$ cat src/rtl/cdc_sched_pkg.sv
// Shared types for the CDC pulse scheduler: FSM state encoding and a
// constant-width helper used to size index and counter fields.
package cdc_sched_pkg;

    typedef enum logic [1:0] {
        ST_IDLE    = 2'd0,
        ST_ASSERT  = 2'd1,
        ST_RELEASE = 2'd2,
        ST_GAP     = 2'd3
    } state_t;

    // Bits needed to index n items; never less than 1 so 2-entry users get a real port.
    function automatic int clog2(input int n);
        int w;
        w = 1;
        for (int i = 1; i < 31; i++) begin
            if ((1 << i) < n) w = i + 1;
        end
        return w;
    endfunction

endpackage

$ cat src/rtl/rr_arbiter.sv
// Combinational round-robin pick: first set bit of pending strictly after ptr,
// wrapping from N-1 back to 0.
module rr_arbiter
    import cdc_sched_pkg::*;
#(
    parameter int N = 4,
    parameter int W = clog2(N)
) (
    input  logic [N-1:0] pending,
    input  logic [W-1:0] ptr,
    output logic [W-1:0] grant,
    output logic         valid
);

    logic [W-1:0] idx;

    // NOTE: every output gets a default before the search loop, so no path leaves it unassigned and no latch is inferred.
    always_comb begin
        grant = '0;
        valid = 1'b0;
        idx   = '0;
        for (int i = 1; i <= N; i++) begin
            idx = W'((int'(ptr) + i) % N);
            if (!valid && pending[idx]) begin
                valid = 1'b1;
                grant = idx;
            end
        end
    end

endmodule

$ cat src/rtl/cdc_pulse_scheduler.sv
// Round-robin scheduler sharing one four-phase CDC pulse channel among N_REQ requesters.
// Optional per-phase handshake abort is enabled by defining CDC_PULSE_SCHED_TIMEOUT_EN.
module cdc_pulse_scheduler
    import cdc_sched_pkg::*;
#(
    parameter int N_REQ   = 4,
    parameter int MIN_GAP = 2,
    parameter int TIMEOUT = 1023
) (
    input  logic                      CLK,
    input  logic                      RST,
    input  logic [N_REQ-1:0]          REQ,
    output logic [N_REQ-1:0]          PENDING,
    output logic [N_REQ-1:0]          DONE,
    output logic                      BUSY,
    output logic [clog2(N_REQ)-1:0]   GRANT_ID,
    output logic                      CH_PULSE,
    input  logic                      CH_ACK,
    output logic                      TIMEOUT_ERR,
    input  logic                      ERR_CLR
);

    localparam int             GW       = clog2(N_REQ);
    localparam logic [GW-1:0]  PTR_INIT = GW'(N_REQ - 1);
    localparam logic [7:0]     GAP_LAST = 8'((MIN_GAP > 0) ? MIN_GAP - 1 : 0);
    localparam state_t         POST_HS  = (MIN_GAP == 0) ? ST_IDLE : ST_GAP;

    state_t            state;
    logic [GW-1:0]     rr_ptr;
    logic [7:0]        gap_cnt;
    logic              repend;
    logic [GW-1:0]     arb_grant;
    logic              arb_valid;
    logic              in_hs;
    logic              finish;
    logic              timeout_hit;
    logic [N_REQ-1:0]  grant_onehot;
    logic [N_REQ-1:0]  clr_vec;

    rr_arbiter #(.N(N_REQ), .W(GW)) u_arb (
        .pending (PENDING),
        .ptr     (rr_ptr),
        .grant   (arb_grant),
        .valid   (arb_valid)
    );

    assign in_hs        = (state == ST_ASSERT) || (state == ST_RELEASE);
    assign finish       = ((state == ST_RELEASE) && !CH_ACK) || timeout_hit;
    assign grant_onehot = N_REQ'(1) << GRANT_ID;
    // A request from the served requester during its own handshake keeps its bit alive past DONE.
    assign clr_vec      = (finish && !repend) ? grant_onehot : '0;

`ifdef CDC_PULSE_SCHED_TIMEOUT_EN
    localparam int TW = clog2(TIMEOUT + 1);

    logic [TW-1:0] to_cnt;
    logic          phase_wait;

    assign phase_wait  = ((state == ST_ASSERT) && !CH_ACK) || ((state == ST_RELEASE) && CH_ACK);
    assign timeout_hit = phase_wait && (to_cnt == TW'(TIMEOUT));

    // Counter restarts on every phase change because phase_wait drops for the transition cycle.
    always_ff @(posedge CLK or posedge RST) begin
        if (RST) begin
            to_cnt      <= '0;
            TIMEOUT_ERR <= 1'b0;
        end else begin
            to_cnt <= (phase_wait && !timeout_hit) ? to_cnt + 1'b1 : '0;
            if (timeout_hit)  TIMEOUT_ERR <= 1'b1;
            else if (ERR_CLR) TIMEOUT_ERR <= 1'b0;
        end
    end
`else
    logic unused_err_clr;

    assign timeout_hit    = 1'b0;
    assign TIMEOUT_ERR    = 1'b0;
    assign unused_err_clr = ERR_CLR;
`endif

    // NOTE: all state here is updated with non-blocking assignments so every register samples pre-edge values.
    always_ff @(posedge CLK or posedge RST) begin
        if (RST) begin
            state    <= ST_IDLE;
            PENDING  <= '0;
            DONE     <= '0;
            BUSY     <= 1'b0;
            GRANT_ID <= '0;
            CH_PULSE <= 1'b0;
            rr_ptr   <= PTR_INIT;
            gap_cnt  <= '0;
            repend   <= 1'b0;
        end else begin
            DONE    <= '0;
            PENDING <= (PENDING & ~clr_vec) | REQ;

            if (finish)                     repend <= 1'b0;
            else if (in_hs && REQ[GRANT_ID]) repend <= 1'b1;

            case (state)
                ST_IDLE: begin
                    // A stale high acknowledge means the far side has not drained yet.
                    if (arb_valid && !CH_ACK) begin
                        GRANT_ID <= arb_grant;
                        rr_ptr   <= arb_grant;
                        CH_PULSE <= 1'b1;
                        BUSY     <= 1'b1;
                        state    <= ST_ASSERT;
                    end
                end
                ST_ASSERT: begin
                    if (CH_ACK) begin
                        CH_PULSE <= 1'b0;
                        state    <= ST_RELEASE;
                    end else if (timeout_hit) begin
                        CH_PULSE <= 1'b0;
                        BUSY     <= (MIN_GAP != 0);
                        gap_cnt  <= '0;
                        state    <= POST_HS;
                    end
                end
                ST_RELEASE: begin
                    if (!CH_ACK || timeout_hit) begin
                        if (!CH_ACK) DONE <= grant_onehot;
                        BUSY    <= (MIN_GAP != 0);
                        gap_cnt <= '0;
                        state   <= POST_HS;
                    end
                end
                ST_GAP: begin
                    if (gap_cnt == GAP_LAST) begin
                        BUSY  <= 1'b0;
                        state <= ST_IDLE;
                    end else begin
                        gap_cnt <= gap_cnt + 1'b1;
                    end
                end
                default: state <= ST_IDLE;
            endcase
        end
    end

endmodule

$ cat config.mk
export PLATFORM = sky130hd
export DESIGN_NAME = cdc_pulse_scheduler
export DESIGN_NICKNAME = d
export VERILOG_FILES = /design/src/rtl/cdc_sched_pkg.sv /design/src/rtl/rr_arbiter.sv /design/src/rtl/cdc_pulse_scheduler.sv
export SDC_FILE = /design/constraint.sdc
export NUM_CORES = 1
export LEC_CHECK = 0
export CAP_MARGIN = 10
export CELL_PAD_IN_SITES_DETAIL_PLACEMENT = 0
export CELL_PAD_IN_SITES_GLOBAL_PLACEMENT = 2
export CORE_MARGIN = 3
export CORE_UTILIZATION = 37
export DETAILED_ROUTE_END_ITERATION = 16
export PLACE_DENSITY_LB_ADDON = 0.1
export SYNTH_ARGS = -nofsm -noshare
export SYNTH_HDL_FRONTEND = slang
export SYNTH_SLANG_ARGS = --single-unit
$ cat constraint.sdc
create_clock -name CLK -period 4.83 [get_ports CLK]
set_clock_uncertainty 0.05 [all_clocks]
set_input_delay 0.7245 -clock CLK [delete_from_list [all_inputs] [get_ports CLK]]
set_output_delay 0.7245 -clock CLK [all_outputs]
set_load 0.01 [all_outputs]
-- Word-level counts from Yosys, hierarchy flattened
Cells that the tools add are included.
- add/sub/neg operators: 5
- eq/ne operators: 9
- bitwise logic cells: 4
- multiplexer cells: 37
- order comparisons: 5
- shift-type cells: 1
- reduce and logical (&&, ||, !) cells: 22
- operator list (cell ; number):
    $mux 2 ; 8
    $mux 8 ; 2
    $pmux 8 s2 ; 1
    $lt 2x3->1 const B ; 5
    $mux 1 ; 15
    $mux 4 ; 3
    $bmux 1 s2 ; 5
    $ne 2x2->1 const B ; 5
    $add 8x1->8 const B ; 1
    $eq 8x1->1 const B ; 1
    $pmux 2 s4 ; 1
    $reduce_and 4->1 ; 2
    $logic_and 1x1->1 ; 7
    $reduce_and 3->1 ; 2
    $reduce_bool 2->1 ; 3
    $logic_not 1->1 ; 5
    $add 2x1->2 const B ; 2
    $add 2x2->2 const B ; 2
    $and 4x4->4 ; 1
    $eq 2x2->1 const B ; 2
    $not 4->4 ; 1
    $or 4x4->4 ; 1
    $shl 1x2->4 const A ; 1
    $pmux 1 s3 ; 1
    other kinds (6) ; 6
- bits in registers: 25
- logic and storage cells: 92

-- Depth between registers and ports, before layout
Gate-level depths: netlist (run 1).
- depth in word-level cells: 16
- depth in mapped cells: 7

-- Cells and area by module
From an unflattened synthesis (run 1), not the netlist that was laid out.
- cell total of the unflattened synthesis: 136
- area total of the unflattened synthesis: 1375.1 µm²
- by module, submodules not included (module ; sequential area each (µm²) ; area an instance (µm²) ; times used ; cells an instance):
    cdc_pulse_scheduler ; 628.1 ; 1283.7 ; 1 ; 122
    rr_arbiter ; 0.0 ; 91.3 ; 1 ; 14

-- Least setup slack after synthesis (run 1)
No wires, ideal clock.
- kind: register -> register
- start point: register PENDING[2]
- end point: register state[1]
- setup slack: 3.080 ns
- path buffers: 0
- arrival time: 1.575 ns
- cell stages (with the launch flop): 5
- period minus slack after synthesis: 1.750 ns
- cells stage by stage: dfrtp_1 > or4_4 > o211ai_2 > a22o_4 > mux2_4
- longest elaborated chain between the ends: 15
- elaborated cells between the ends (all ways): 21
- classes of those cells: 1 x eq/ne; 12 x mux; 8 x reduce/logical
- RTL lines (item ; line ; RTL):
    from (decl) ; cdc_pulse_scheduler.sv:13 ; output logic [N_REQ-1:0] PENDING,
    from (signal assigned) ; cdc_pulse_scheduler.sv:95 ; PENDING <= (PENDING & ~clr_vec) | REQ;
    $bmux 1 s2 ; rr_arbiter.sv:24 ; if (!valid && pending[idx]) begin
    $mux 1 (implied by the code) ; rr_arbiter.sv:24 ;
    $mux 1 ; rr_arbiter.sv:24 ;
    $logic_not 1->1 ; rr_arbiter.sv:24 ;
    $logic_and 1x1->1 ; rr_arbiter.sv:24 ;
    $mux 1 ; rr_arbiter.sv:24 ;
    $logic_not 1->1 ; rr_arbiter.sv:24 ;
    $logic_and 1x1->1 ; rr_arbiter.sv:24 ;
    $mux 1 ; rr_arbiter.sv:24 ;
    $logic_not 1->1 ; rr_arbiter.sv:24 ;
    $logic_and 1x1->1 ; rr_arbiter.sv:24 ;
    $mux 1 (*) ; rr_arbiter.sv:24 ;
    $logic_and 1x1->1 (*) ; cdc_pulse_scheduler.sv:103 ; if (arb_valid && !CH_ACK) begin
    $ne 2x2->1 (no line) (*) ; - ;
    $reduce_and 4->1 (no line) (*) ; - ;
    to (signal assigned) ; cdc_pulse_scheduler.sv:108 ; state <= ST_ASSERT;
    to (signal assigned) ; cdc_pulse_scheduler.sv:114 ; state <= ST_RELEASE;
    to (signal assigned) ; cdc_pulse_scheduler.sv:119 ; state <= POST_HS;
    to (decl) ; cdc_pulse_scheduler.sv:28 ; state_t state;
Mark *: on every way between the ends. The rest lies on a longest branch, timed or not. The select of a mux whose other input is x is not followed.
A chain may end at the register's enable or synchronous reset.

-- Worst setup path after layout (run 1)
- start point: input CH_ACK
- end point: register gap_cnt[7]
- longest elaborated chain between the ends: 2
- RTL lines (item ; line ; RTL):
    from (decl) ; cdc_pulse_scheduler.sv:18 ; input logic CH_ACK,
    $ne 2x2->1 (no line) ; - ;
    $reduce_and 3->1 (no line) ; - ;
    to (signal assigned) ; cdc_pulse_scheduler.sv:135 ; gap_cnt <= gap_cnt + 1'b1;
    to (decl) ; cdc_pulse_scheduler.sv:30 ; logic [7:0] gap_cnt;
Every way passes these cells.

==> results.yml, run 1 <==
status:
  status: "complete, no violations"
placement:
  numPortBuffers: 18
  dp_cells: 196
  dp_hpwl_mm: 2.06
  gp_congestion: 0.756
logic_synthesis:
  yosys_warnings: 0
  ys.flop_type: "dfrtp_1"
  ys_ff_latch: 25
  synth_cell_types: 51
  syn_avg_cell_area_um2: 10.4
  synth_cells: 137
  synth_edf_count: 0
  synthArstFlopShare_pct: 100
  synth_seq_area_share_pct: 44.0
  syn_nets: 151
  synth_area_um2: 1430
sta:
  setup_viol: 0
  finalCriticalPeriod_ns: 2.20
  fmax_mhz: 454
  slew_violations: 0
  setup_tns_ns: 0
  slew_headroom_pct: 36.8
  grt_setup_unrepaired: "false"
  final-hold-violation-count: 0
  finalCritPeriodShare_pct: 45.7
  whs_ns: 0.465
  tightestPinTransition_ns: 0.947
power:
  internal_power_w: 0.000536
  p_clk_share_pct: 14.1
  p_sw_share_pct: 40.0
  p_comb_share_pct: 46.0
  power_switching_w: 0.000357
  peakVddDrop_mv: 0.290
  leakage_nw: 0.711
  power_w: 0.000894
  p_per_area_nw_per_um2: 532
  pwr-share-seq_pct: 39.8
global_route:
  grt_pass1_vias: 1009
  grt_pass1_wl_mm: 4.95
  gr-total-overflow: 0
  grt_usage_pct: 14.4
  use_met2_pct: 22.1
  use_met1_pct: 20.1
  grt_max_degree: 26
  grtUsageMet3_pct: 2.46
  grt_antenna_before_repair: 0
  top_usage_layer: "met2"
clock_network:
  clockRootBuffer: "clkbuf_8"
  postCtsSetupBuffers: 0
  cts.path.max_buffers: 2
  cts.clk_slew.worst_paths_ns: 0.09
  cts_hold_buf: 0
  cts_buffers: 3
  cts.repair.resized: 0
  cts_max_level: 1
  clock_sinks: 25
  clock_latency_ns: 0.27
  cts_tree: "built"
setup_path:
  r2r_cells: 6
  cp.required_ns: 4.93
  slowest_stage: "clkdlybuf4s50_1"
  r2r-end: "gap_cnt[7]$_DFFE_PP0P_"
  r2r_slack_ns: 2.90
  max_stage_delay_ns: 0.53
  r2r_start: "state[0]$_DFFE_PP0P_"
  startpoint_type: "input pin"
  end_kind: "flop"
  worstSetupPathType: "input pin to flop"
  worstPathCellList: "clkdlybuf4s50_1, nand2b_1, a2111oi_2, xnor2_1, nor2_1"
  worst-path-max-fanout: 9
  worstPathArrival_ns: 2.30
die:
  die-area_um2: 4640
  core.rowCount: 21
  fp.dieW_um: 68.1
  die_h_um: 68.1
  core_um2: 3520
  initial_utilization_pct: 40.5
  ios: 21
final_layout:
  layout_commonest_cell: "dfrtp_1"
  fin_nets: 169
  num-fill-cells: 343
  stdcell_count: 200
  layout_common_cells: "dfrtp_1, clkdlybuf4s50_1, nor2_1, inv_1"
  n_antenna_cell: 0
  drive_gt1_share_pct: 10.4
  syn_to_final_growth_pct: 17.7
  utilization_pct: 47.7
hold_path:
  holdPathStages: 2
  hp-class: "flop to flop"
  hp-start: "BUSY$_DFFE_PP0P_"
  hold-path-endpoint: "BUSY$_DFFE_PP0P_"
drt:
  vias_per_cell: 5.35
  vias: 1070
  firstDrtPassIters: 6
  ant_nets: 0
  drc_errors: 0
  routed_wl_mm: 2.84
  drtIter0Drc: 86
  routedWlPerCell_um: 14.2
job:
  maxCapViolations: 0
cell type report:
| type | count | area [um^2] | area share [%] |
|---|---|---|---|
| Sequential cell | 25 | 628 | 37.4 |
| Inverter | 11 | 41.3 | 2.46 |
| Clock inverter | 1 | 5.00 | 0.298 |
| Timing Repair Buffer | 18 | 180 | 10.7 |
| Tap cell | 46 | 57.6 | 3.43 |
| Multi-Input combinational cell | 96 | 727 | 43.3 |
| Clock buffer | 3 | 41.3 | 2.46 |
cells in the mapped netlist (2+ instances only):
cell        n  area share (%)
clkbuf_1    2            0.53
o31ai_1     3             1.6
ha_1        6             5.3
nand3_1     3             1.1
o2111ai_1   2             1.2
and3_1      2            0.88
nor2_1     13             3.4
o41ai_1     2             1.2
xor2_1      2             1.2
xnor2_1     3             1.8
nand2b_1    5             2.2
a21oi_1     6             2.1
or2b_1      2             1.1
o21ai_0     4             1.4
nor2b_1     2            0.88
o21a_1      2             1.1
mux2i_1     3             2.1
inv_1      11             2.9
a2111oi_2   2             2.1
nor3_1      4             1.4
nand2_1     5             1.3
dfrtp_1    23              40
dfstp_2     2             3.7
sequential cells by signal, indices dropped and copies added (netlist names), 2 cells and up:
signal	cells
PENDING	4
rr_ptr	2
gap_cnt	8
state	2
DONE	4
GRANT_ID	2
power by group through the flow:
| stage | Combinational (W) | Clock [W] | Sequential (W) |
|---|---|---|---|
| 6_report | 0.000411 | 0.000126 | 0.000356 |
| 3_5_place_dp | 0.000417 | 0 | 0.000360 |
| 2_1_floorplan | 0.000320 | 0 | 0.000338 |
| 4_1_cts | 0.000419 | 0.000132 | 0.000355 |
| 5_1_grt | 0.000466 | 0.000140 | 0.000367 |
| 3_3_place_gp | 0.000411 | 0 | 0.000357 |
worst max path at each step:
stage,startpoint,to,slack [ns],cells after the start
floorplan,PENDING[2]$_DFF_PP0_,state[1]$_DFFE_PP0P_,3.08,4
global placement,CH_ACK,gap_cnt[7]$_DFFE_PP0P_,2.34,5
detailed placement,CH_ACK,gap_cnt[7]$_DFFE_PP0P_,2.34,5
CTS,GRANT_ID[0]$_DFFE_PP0P_,GRANT_ID[0],2.61,1
global route,CH_ACK,gap_cnt[7]$_DFFE_PP0P_,2.51,5
finish,CH_ACK,gap_cnt[7]$_DFFE_PP0P_,2.63,5
through the flow:
step	area, um^2	setup WS, ns
detailed placement	1630	2.34
global placement	1630	2.34
global route	1680	2.51
floorplan	1430	3.08
finish	1680	2.63
CTS	1680	2.61
worst max-delay path, delay by kind of cell:
kind            cells  cell delay, ns
xor+xnor            1            0.16
simple gates        2            0.46
compound gates      1            0.42
buf+inv             1            0.53
logic make-up (layout without fill, tap and decap cells):
| group | count (synthesis) | in the layout | share of synthesized area (%) |
|---|---|---|---|
| AOI/OAI and AO/OA | 31 | 31 | 17.4 |
| xor gates and xnor gates | 5 | 5 | 3.07 |
| adders and majority gates | 6 | 6 | 5.26 |
| buffers and inverters | 16 | 33 | 5.08 |
| DFF | 25 | 25 | 44.0 |
| muxes | 5 | 5 | 4.73 |
| other | 1 | 1 | 0.263 |
| and+or+nand+nor | 48 | 48 | 20.2 |
metal layers:
metal	wire [um]	vias up
li1	-	523
met4	21	0
met2	1310	24
met5	0	-
met1	1400	521
met3	115	2
Power figures use the tool's default switching activity.
==> inputs of run 2 (changes only) <==
- CORE_UTILIZATION: 37 -> 31
- clock period: 4.83 -> 1.92 ns (I/O delays scaled with it)
==> run 2 against run 1 <==
  * Global-route usage decreased by 1.5 points
  * Via count up 4.6%
  * Hold slack worse by 0.15 ns
  * Worst setup slack got worse by 2.5 ns
  * Die area rose by 18%
  * Final area up 7.4%
  * Critical path depth fell by 4
==> results.yml, run 2 (synthesis gave the netlist of run 1 again) <==
status:
  status: "complete, no violations"
hold_path:
  hp-class: "input pin to asynchronous set/reset pin"
global_route:
  grt_max_degree: 26
  grt_pass1_wl_mm: 5.38
  gr-total-overflow: 0
  grt_antenna_before_repair: 0
  grt_pass1_vias: 1152
  grt_usage_pct: 12.9
final_layout:
  num-fill-cells: 447
  seq_area_um2: 628
  multi_input_area_um2: 732
  fin_nets: 184
  n_antenna_cell: 0
  layout_common_cells: "dfrtp_1, clkdlybuf4s50_1, buf_4, nor2_1, inv_1"
  top_register: "gap_cnt"
  syn_to_final_growth_pct: 26.5
  drive_gt1_share_pct: 19.5
  fin_area_um2: 1810
  layout_commonest_cell: "dfrtp_1"
  stdcell_count: 221
  largest_register_ffs: 8
  top_regs: "gap_cnt (8), DONE (4), PENDING (4)"
drt:
  ant_nets: 0
  vias: 1119
  routed_wl_mm: 3.17
  routedWlPerCell_um: 14.3
  drtIter0Drc: 51
  firstDrtPassIters: 4
  vias_per_cell: 5.06
  drc_errors: 0
clock_network:
  clock_sinks: 25
  clock_latency_ns: 0.27
  cts.clk_slew.worst_paths_ns: 0.09
  cts.path.max_buffers: 2
  cts_hold_buf: 0
  clockRootBuffer: "clkbuf_8"
  cts_tree: "built"
  cts_max_level: 1
  cts_buffers: 3
placement:
  dp_cells: 217
  dp_hpwl_mm: 2.45
  dp_worst_setup_slack_ns: 0.0445
  numPortBuffers: 18
  placed_area_um2: 1750
  gp_congestion: 0.802
setup_path:
  max_stage_delay_ns: 0.61
  path_depth: 1
  slowest_stage: "clkdlybuf4s50_1"
  end_kind: "primary output"
  crit_family: "buffers and inverters"
  worstPathArrival_ns: 1.42
  worst-path-max-fanout: 10
  worstPathCellList: "clkdlybuf4s50_1"
  cp.required_ns: 1.58
  path_buf_inv: 1
  r2r_cells: 6
  worstSetupPathType: "flop to primary output"
  startpoint_type: "flop"
sta:
  grt_setup_unrepaired: "false"
  finalCritPeriodShare_pct: 91.8
  fmax_mhz: 567
  setup_viol: 0
  slew_violations: 0
  finalCriticalPeriod_ns: 1.76
  setup_tns_ns: 0
  final-hold-violation-count: 0
  layout_setup_ws_ns: 0.157
die:
  fp.dieW_um: 73.9
  core.rowCount: 24
  die-area_um2: 5460
  initial_utilization_pct: 32.3
  die_h_um: 73.9
  core_um2: 4410
  ios: 21
power:
  p_per_area_nw_per_um2: 1320
  leakage_nw: 0.782
  peakVddDrop_mv: 0.378
job:
  maxCapViolations: 0
[run 2: changes by cell type in the layout (fill, tap and decap cells not counted), sizes merged]
cell  delta
buf     +15
[run 2: report_power, final]
group,internal (W),leakage (nW),total (W),switching (W)
sequential,0.000694,0.297,0.000863,0.000169
clock,0.000145,0.0255,0.000310,0.000165
combinational,0.000620,0.459,0.00121,0.000591
total,0.00146,0.782,0.00238,0.000925
[run 2: per-layer routing]
metal  routed length [um]  up-vias  global-route usage [%]
met1                 1490      554                    16.9
met4                   15        0                    5.63
met3                   66        2                    2.19
li1                     -      552                       -
met2                 1600       11                    20.6
met5                    0        -                       0
[run 2: path summary, 6_finish.rpt]
check | from | slack, ns | to
max | GRANT_ID[0]$_DFFE_PP0P_ | 0.16 | GRANT_ID[0]
min | RST | 0.32 | DONE[0]$_DFF_PP0_
max reg2reg | gap_cnt[1]$_DFFE_PP0P_ | 0.16 | state[1]$_DFFE_PP0P_
min reg2reg | BUSY$_DFFE_PP0P_ | 0.46 | BUSY$_DFFE_PP0P_
max in group asynchronous | RST | 1.20 | rr_ptr[0]$_DFFE_PP1P_
min in group CLK | BUSY$_DFFE_PP0P_ | 0.46 | BUSY$_DFFE_PP0P_
[run 2: what timing repair did]
| item | CTS | global route |
|---|---|---|
| hold endpoints to repair | 0 | 0 |
| buffers inserted | 0 | 0 |
| setup endpoints to repair | 0 | 3 |
| resized for setup | 0 | 2 |
[run 2: final cells by class]
type	instances	area share [%]
Clock buffer	3	2.29
Clock inverter	1	0.277
Inverter	11	2.29
Multi-Input combinational cell	96	40.5
Sequential cell	25	34.8
Tap cell	52	3.60
Timing Repair Buffer	33	16.2
[run 2: per-stage QoR]
step                util, %  hold slack [ns]  total power (W)
CTS                    40.8            0.325          0.00241
global placement       39.7            0.427          0.00206
global route           40.9            0.340          0.00261
finish                 40.9            0.317          0.00238
detailed placement     39.7            0.454          0.00208
floorplan                 -            0.264          0.00166
